`src/rtl/mult_accumulator_if.sv`:
```
// Purpose: groups the product input stream, result output stream and clear into one bundle for the accumulator.
// Latency: none; this is wiring only.
// Backpressure: valid/ready on both streams, with ready driven by the receiving side.
interface mult_accumulator_if #(
    parameter int PROD_W = 12,
    parameter int ACC_W  = 16,
    parameter int COUNT  = 4,
    parameter int CNT_W  = $clog2(COUNT + 1)
) ();
    logic              clear;
    logic              in_valid;
    logic              in_ready;
    logic [PROD_W-1:0] product;
    logic              out_valid;
    logic              out_ready;
    logic [ACC_W-1:0]  sum;
    logic              overflow;
    logic [CNT_W-1:0]  count;

    // The producer/consumer side drives the products and consumes the results.
    modport master (
        output clear, in_valid, product, out_ready,
        input  in_ready, out_valid, sum, overflow, count
    );

    // The accumulator side.
    modport slave (
        input  clear, in_valid, product, out_ready,
        output in_ready, out_valid, sum, overflow, count
    );
endinterface

```
`src/rtl/mult_accumulator.sv`:
```
// Purpose: sums COUNT unsigned products into a saturating accumulator and presents the total as a held result.
// Latency: sum updates on the edge that accepts a beat; out_valid rises on the edge that accepts the COUNT-th beat.
// Backpressure: the result is held indefinitely until out_ready; no input is accepted while the result is held.
module mult_accumulator #(
    parameter  int PROD_W = 12,
    parameter  int ACC_W  = 16,
    parameter  int COUNT  = 4,
    localparam int CNT_W  = $clog2(COUNT + 1)
) (
    input  logic                clk_i,
    input  logic                rst_i,
    mult_accumulator_if.slave   mac_if
);
    typedef enum logic {
        ST_ACCUM = 1'b0,
        ST_DONE  = 1'b1
    } state_t;

    localparam logic [ACC_W-1:0] SUM_MAX  = '1;
    localparam logic [CNT_W-1:0] LAST_CNT = CNT_W'(COUNT - 1);

    state_t            state_q, state_d;
    logic [ACC_W-1:0]  sum_q, sum_d;
    logic [CNT_W-1:0]  cnt_q, cnt_d;
    logic              ovf_q, ovf_d;

    // One extra bit above the accumulator catches the carry that signals saturation.
    logic [ACC_W:0]    add_full;
    assign add_full = {1'b0, sum_q} + {{(ACC_W + 1 - PROD_W){1'b0}}, mac_if.product};

    // Next-state: clear wins over everything; ACCUM adds accepted beats, DONE waits for the handshake.
    always_comb begin
        state_d = state_q;
        sum_d   = sum_q;
        cnt_d   = cnt_q;
        ovf_d   = ovf_q;
        if (mac_if.clear) begin
            state_d = ST_ACCUM;
            sum_d   = '0;
            cnt_d   = '0;
            ovf_d   = 1'b0;
        end else begin
            case (state_q)
                ST_ACCUM: begin
                    if (mac_if.in_valid) begin
                        // Adding a non-negative value to the maximum carries again, so saturation sticks.
                        if (add_full[ACC_W]) begin
                            sum_d = SUM_MAX;
                            ovf_d = 1'b1;
                        end else begin
                            sum_d = add_full[ACC_W-1:0];
                        end
                        cnt_d = cnt_q + 1'b1;
                        if (cnt_q == LAST_CNT) begin
                            state_d = ST_DONE;
                        end
                    end
                end
                ST_DONE: begin
                    if (mac_if.out_ready) begin
                        state_d = ST_ACCUM;
                        sum_d   = '0;
                        cnt_d   = '0;
                        ovf_d   = 1'b0;
                    end
                end
                default: begin
                    state_d = ST_ACCUM;
                end
            endcase
        end
    end

    // State and datapath registers, cleared asynchronously.
    always_ff @(posedge clk_i or posedge rst_i) begin
        if (rst_i) begin
            state_q <= ST_ACCUM;
            sum_q   <= '0;
            cnt_q   <= '0;
            ovf_q   <= 1'b0;
        end else begin
            state_q <= state_d;
            sum_q   <= sum_d;
            cnt_q   <= cnt_d;
            ovf_q   <= ovf_d;
        end
    end

    // Handshake outputs come straight from the state register, with no path from in_valid/out_ready.
    assign mac_if.in_ready  = (state_q == ST_ACCUM);
    assign mac_if.out_valid = (state_q == ST_DONE);
    assign mac_if.sum       = sum_q;
    assign mac_if.overflow  = ovf_q;
    assign mac_if.count     = cnt_q;
endmodule

```
`src/flat_wrapper.sv`:
```
// flat-port wrapper written by rule: the top's interface ports become plain ports
module mult_accumulator_flat 
#(
    parameter  int PROD_W = 12,
    parameter  int ACC_W  = 16,
    parameter  int COUNT  = 4,
    localparam int CNT_W  = $clog2(COUNT + 1)
)
  (clk_i, rst_i, mac_if_clear, mac_if_in_valid, mac_if_product, mac_if_out_ready, mac_if_in_ready, mac_if_out_valid, mac_if_sum, mac_if_overflow, mac_if_count);
  mult_accumulator_if #(.PROD_W(PROD_W), .ACC_W(ACC_W), .COUNT(COUNT)) mac_if_i ();
  input  logic clk_i;
  input  logic rst_i;
  input wire logic [$bits(mac_if_i.clear)-1:0] mac_if_clear;
  input wire logic [$bits(mac_if_i.in_valid)-1:0] mac_if_in_valid;
  input wire logic [$bits(mac_if_i.product)-1:0] mac_if_product;
  input wire logic [$bits(mac_if_i.out_ready)-1:0] mac_if_out_ready;
  output wire logic [$bits(mac_if_i.in_ready)-1:0] mac_if_in_ready;
  output wire logic [$bits(mac_if_i.out_valid)-1:0] mac_if_out_valid;
  output wire logic [$bits(mac_if_i.sum)-1:0] mac_if_sum;
  output wire logic [$bits(mac_if_i.overflow)-1:0] mac_if_overflow;
  output wire logic [$bits(mac_if_i.count)-1:0] mac_if_count;
  assign mac_if_i.clear = mac_if_clear;
  assign mac_if_i.in_valid = mac_if_in_valid;
  assign mac_if_i.product = mac_if_product;
  assign mac_if_i.out_ready = mac_if_out_ready;
  assign mac_if_in_ready = mac_if_i.in_ready;
  assign mac_if_out_valid = mac_if_i.out_valid;
  assign mac_if_sum = mac_if_i.sum;
  assign mac_if_overflow = mac_if_i.overflow;
  assign mac_if_count = mac_if_i.count;
  mult_accumulator #(.PROD_W(PROD_W), .ACC_W(ACC_W), .COUNT(COUNT)) u_core (.clk_i(clk_i), .rst_i(rst_i), .mac_if(mac_if_i));
endmodule
```
`config.mk`:
```
export PLATFORM = sky130hd
export DESIGN_NAME = mult_accumulator_flat
export DESIGN_NICKNAME = d
export VERILOG_FILES = /design/src/rtl/mult_accumulator_if.sv /design/src/rtl/mult_accumulator.sv /design/src/flat_wrapper.sv
export SDC_FILE = /design/constraint.sdc
export NUM_CORES = 1
export LEC_CHECK = 0
export ABC_AREA = 1
export CAP_MARGIN = 5
export CORE_MARGIN = 2
export CORE_UTILIZATION = 51
export CTS_CLUSTER_DIAMETER = 40
export DETAILED_ROUTE_END_ITERATION = 8
export GPL_TIMING_DRIVEN = 0
export HOLD_SLACK_MARGIN = 0.05
export PLACE_DENSITY = 0.93
export SLEW_MARGIN = 10
export SYNTH_ARGS = -nofsm -noshare
export SYNTH_HDL_FRONTEND = slang
export SYNTH_SLANG_ARGS = --single-unit
export TNS_END_PERCENT = 1
```
`constraint.sdc`:
```
create_clock -name clk_i -period 5 [get_ports clk_i]
set_input_delay 1.5 -clock clk_i [delete_from_list [all_inputs] [get_ports clk_i]]
set_output_delay 1.5 -clock clk_i [all_outputs]
set_load 0.05 [all_outputs]
```
==> metrics.log <==
[metrics] Post-Syn Area per Cell: between 6 and 7 µm²
[metrics] root cell of the clock tree: sky130_fd_sc_hd__clkbuf_4
[metrics] ports placed on the boundary: 39
[metrics] die area: 3860 µm²
[metrics] number of sinks on the clock net: 21
[metrics] Post-Route Setup TNS: 0 ns
[metrics] smallest hold slack: approximately 0.52 ns
[metrics] path class of the lowest-slack min-delay path: reg -> reg
[metrics] most common library cells after synthesis: sky130_fd_sc_hd__nand2_1 (114), sky130_fd_sc_hd__inv_1 (41), sky130_fd_sc_hd__dfrtp_1 (21)
[metrics] maximum fanout count along the critical path: 10
[metrics] Post-Syn Instances: 265
[metrics] starting density of the core: 0.525
[metrics] number of nets with antenna violations after routing: 0
[metrics] Final min period: around 3.1 ns
[metrics] antenna violations before repair: 0
[metrics] maximum clock rate: about 320 MHz
[metrics] cells resized by post-CTS repair: 0
[metrics] maximum number of pins on one net before global-route repair: 22
[metrics] Yosys reg bits: 21
[metrics] Synth Cell Area: about 1700 µm²
[metrics] clock insertion delay at the later pin of the skew report: roughly 0.31 ns
[metrics] number of DRC markers in iteration 0: just under 70
[metrics] fraction of synthesized cell area taken by the top area cell type: 0.305
[metrics] detailed-route wire length: 3840 µm
[metrics] Period Utilization, post-route: 0.628
[metrics] detailed-route wire length per cell: 10.9 µm
[metrics] Placed Area: 2160 µm²
[metrics] DR vias/cell: around 4.9
[metrics] Leakage: approximately 1.2 nW
[metrics] layout cell share with drive strength beyond 1: 0.0586
[metrics] normalized max-slew margin: 0.454
[metrics] largest cells by area after synthesis: sky130_fd_sc_hd__dfrtp_1 (30%), sky130_fd_sc_hd__nand2_1 (25%), sky130_fd_sc_hd__ha_1 (10%)
[metrics] total power per unit cell area: around 260 nW/µm²
[metrics] number of global-route vias before repair: 1557
[metrics] first-pass GRT wire length: 6590 µm
[metrics] proportion of synthesized flip-flops having asynchronous set or reset: 1.00
[metrics] number of synthesized flops with an enable pin: 0
[metrics] Setup Skew: around 0.0046 ns
[metrics] # diodes: 0
[metrics] clock edge transition at the registers on the reported setup and hold paths: ~0.12 ns
[metrics] signed area change from the synthesized netlist to the final layout: 26.9%
[metrics] CTS tree: built
[metrics] required time at the worst-slack endpoint: approximately 5.2 ns
[metrics] net count after synthesis: about 300
[metrics] outcome: completed
[metrics] Filler cells: about 300
[metrics] Crit path arrival time: about 3.4 ns
[metrics] Net count, final: 340
[metrics] number of buffers inserted for hold repair after clock tree synthesis: 0
[metrics] leading cell type by number of instances after synthesis: sky130_fd_sc_hd__nand2_1
[metrics] unrepaired setup endpoints after global routing: false
[metrics] type of the worst setup path: in -> reg
[metrics] total number of yosys warnings: 0
[metrics] placer's final routability congestion estimate: 0.923
[metrics] Tightest Pin Transition: slightly above 0.8 ns
[metrics] count of unresolved DRC violations after routing: 0
[metrics] endpoints failing hold: 0
[metrics] count of non-filler cells in the finished layout: 353
[metrics] Port-buffer cells: 38
[metrics] Synth Flop Type: sky130_fd_sc_hd__dfrtp_1
[metrics] combined flip-flop and latch cell area: 526 µm²
[metrics] cell total after placement: about 350
[metrics] floorplan core area: roughly 3300 µm²
[metrics] launching element type of the critical path: input port
[metrics] Synth cell types: 27
[metrics] Setup violations, final: 0
[metrics] count of TritonRoute iterations in the first routing pass: 4
[metrics] total area of multi-input combinational cells: 1020 µm²
[metrics] Setup Fix Bufs, Post-CTS: 0
[metrics] maxcap violations: 0
[metrics] die span in y: 62.2 µm
[metrics] HPWL Detailed: slightly above 3000 µm
[metrics] sequential fraction of the synthesis area: 0.305
[metrics] number of H-tree levels: 1
[metrics] cell type contributing the most total cell area after synthesis: sky130_fd_sc_hd__dfrtp_1
[metrics] peak supply drop: roughly 0.17 mV
[metrics] row cnt: 21
[metrics] total count of max-transition violations in the final report: 0
[metrics] sum of overflow across all layers after global routing: 0
[metrics] via count: between 1500 and 2000
[metrics] die width: approximately 62 µm
[metrics] buffer depth of the longest clock path: 2
[metrics] total clock buffers created by CTS: 3
[metrics] GRT Resource Usage Total: 0.206
[metrics] post-route design area: between 2000 and 2500 µm²
[metrics] CP endpoint kind: flip-flop
[registers in the layout, summed over array words and instances, names as in the netlist]
signal and flops:
u_core.mac_if.count 3, u_core.mac_if.out_valid 1, u_core.mac_if.overflow 1, u_core.mac_if.sum 16
[per-layer routing]
layer / wire, µm / vias up / global-route usage
li1: - / 909 / -
met1: 1760 / 758 / 0.270
met2: 1830 / 60 / 0.363
met3: 204 / 7 / 0.0181
met4: 49 / 0 / 0.0639
met5: 0 / - / 0
[cell families after synthesis]
kind of cell | synth area share
fa+ha+maj | 0.113
buf+inv | 0.105
simple gates | 0.371
xor+xnor | 0.0355
compound gates | 0.0711
flops | 0.305
[final cells by class]
cell class	count	area share
multi-input cells	199	0.465
flip-flops and latches	21	0.240
repair buffers	38	0.174
inverters	42	0.0720
well taps	46	0.0263
clock buffers	4	0.0120
plain buffers	3	0.0109
[power by group]
part           switching (mW)  leakage [nW]  total (mW)  internal [mW]
logic                   0.174         0.929       0.274         0.0994
clock network          0.0543        0.0150      0.0855         0.0312
registers              0.0153         0.284       0.201          0.186
total                   0.244          1.23       0.560          0.317
[metrics by stage]
step,setup slack (ns),power (mW),utilization
finish,1.86,0.560,0.667
floorplan,2.09,0.397,-
CTS,1.86,0.563,0.667
detailed placement,1.51,0.476,0.659
global placement,1.55,0.468,0.659
global route,1.72,0.603,0.667
[final timing paths]
path	slack, ns	depth (start not counted)	endpoint	start
worst max-delay path	1.86	12	u_core.mac_if.sum[5]	mac_if_product[0]
worst min-delay path	0.52	2	u_core.mac_if.sum[9]	u_core.mac_if.sum[9]
worst max register to register	3.00	11	u_core.mac_if.sum[5]	u_core.mac_if.sum[0]
worst min register to register	0.52	2	u_core.mac_if.sum[9]	u_core.mac_if.sum[9]
max in group asynchronous	2.86	2	u_core.mac_if.sum[10]	rst_i
min in group asynchronous	1.63	2	u_core.mac_if.sum[3]	rst_i
[worst max-delay path, stage by stage]
cell	delay, ns
sky130_fd_sc_hd__clkdlybuf4s50_1	0.41
sky130_fd_sc_hd__ha_1	0.21
sky130_fd_sc_hd__fa_1	0.41
sky130_fd_sc_hd__nand2_1	0.09
sky130_fd_sc_hd__nand2_1	0.10
sky130_fd_sc_hd__nand3_2	0.09
sky130_fd_sc_hd__nand2_2	0.07
sky130_fd_sc_hd__nand2_1	0.08
sky130_fd_sc_hd__nand2_2	0.06
sky130_fd_sc_hd__buf_6	0.14
sky130_fd_sc_hd__o21ai_1	0.13
sky130_fd_sc_hd__nand2_1	0.06
[cell usage in the layout, fill, tap and decap left out, types with 3 or more instances in the layout]
master,instances
sky130_fd_sc_hd__nor2_1,12
sky130_fd_sc_hd__a21oi_1,7
sky130_fd_sc_hd__nor3_1,4
sky130_fd_sc_hd__clkdlybuf4s50_1,38
sky130_fd_sc_hd__nand3_1,13
sky130_fd_sc_hd__dfrtp_1,21
sky130_fd_sc_hd__clkbuf_4,3
sky130_fd_sc_hd__o21ai_1,9
sky130_fd_sc_hd__ha_1,14
sky130_fd_sc_hd__nand2_1,114
sky130_fd_sc_hd__xor2_1,5
sky130_fd_sc_hd__inv_1,41
sky130_fd_sc_hd__nor2_2,3
sky130_fd_sc_hd__nand2_2,4
No activity file was read; power rests on OpenSTA's default activity.
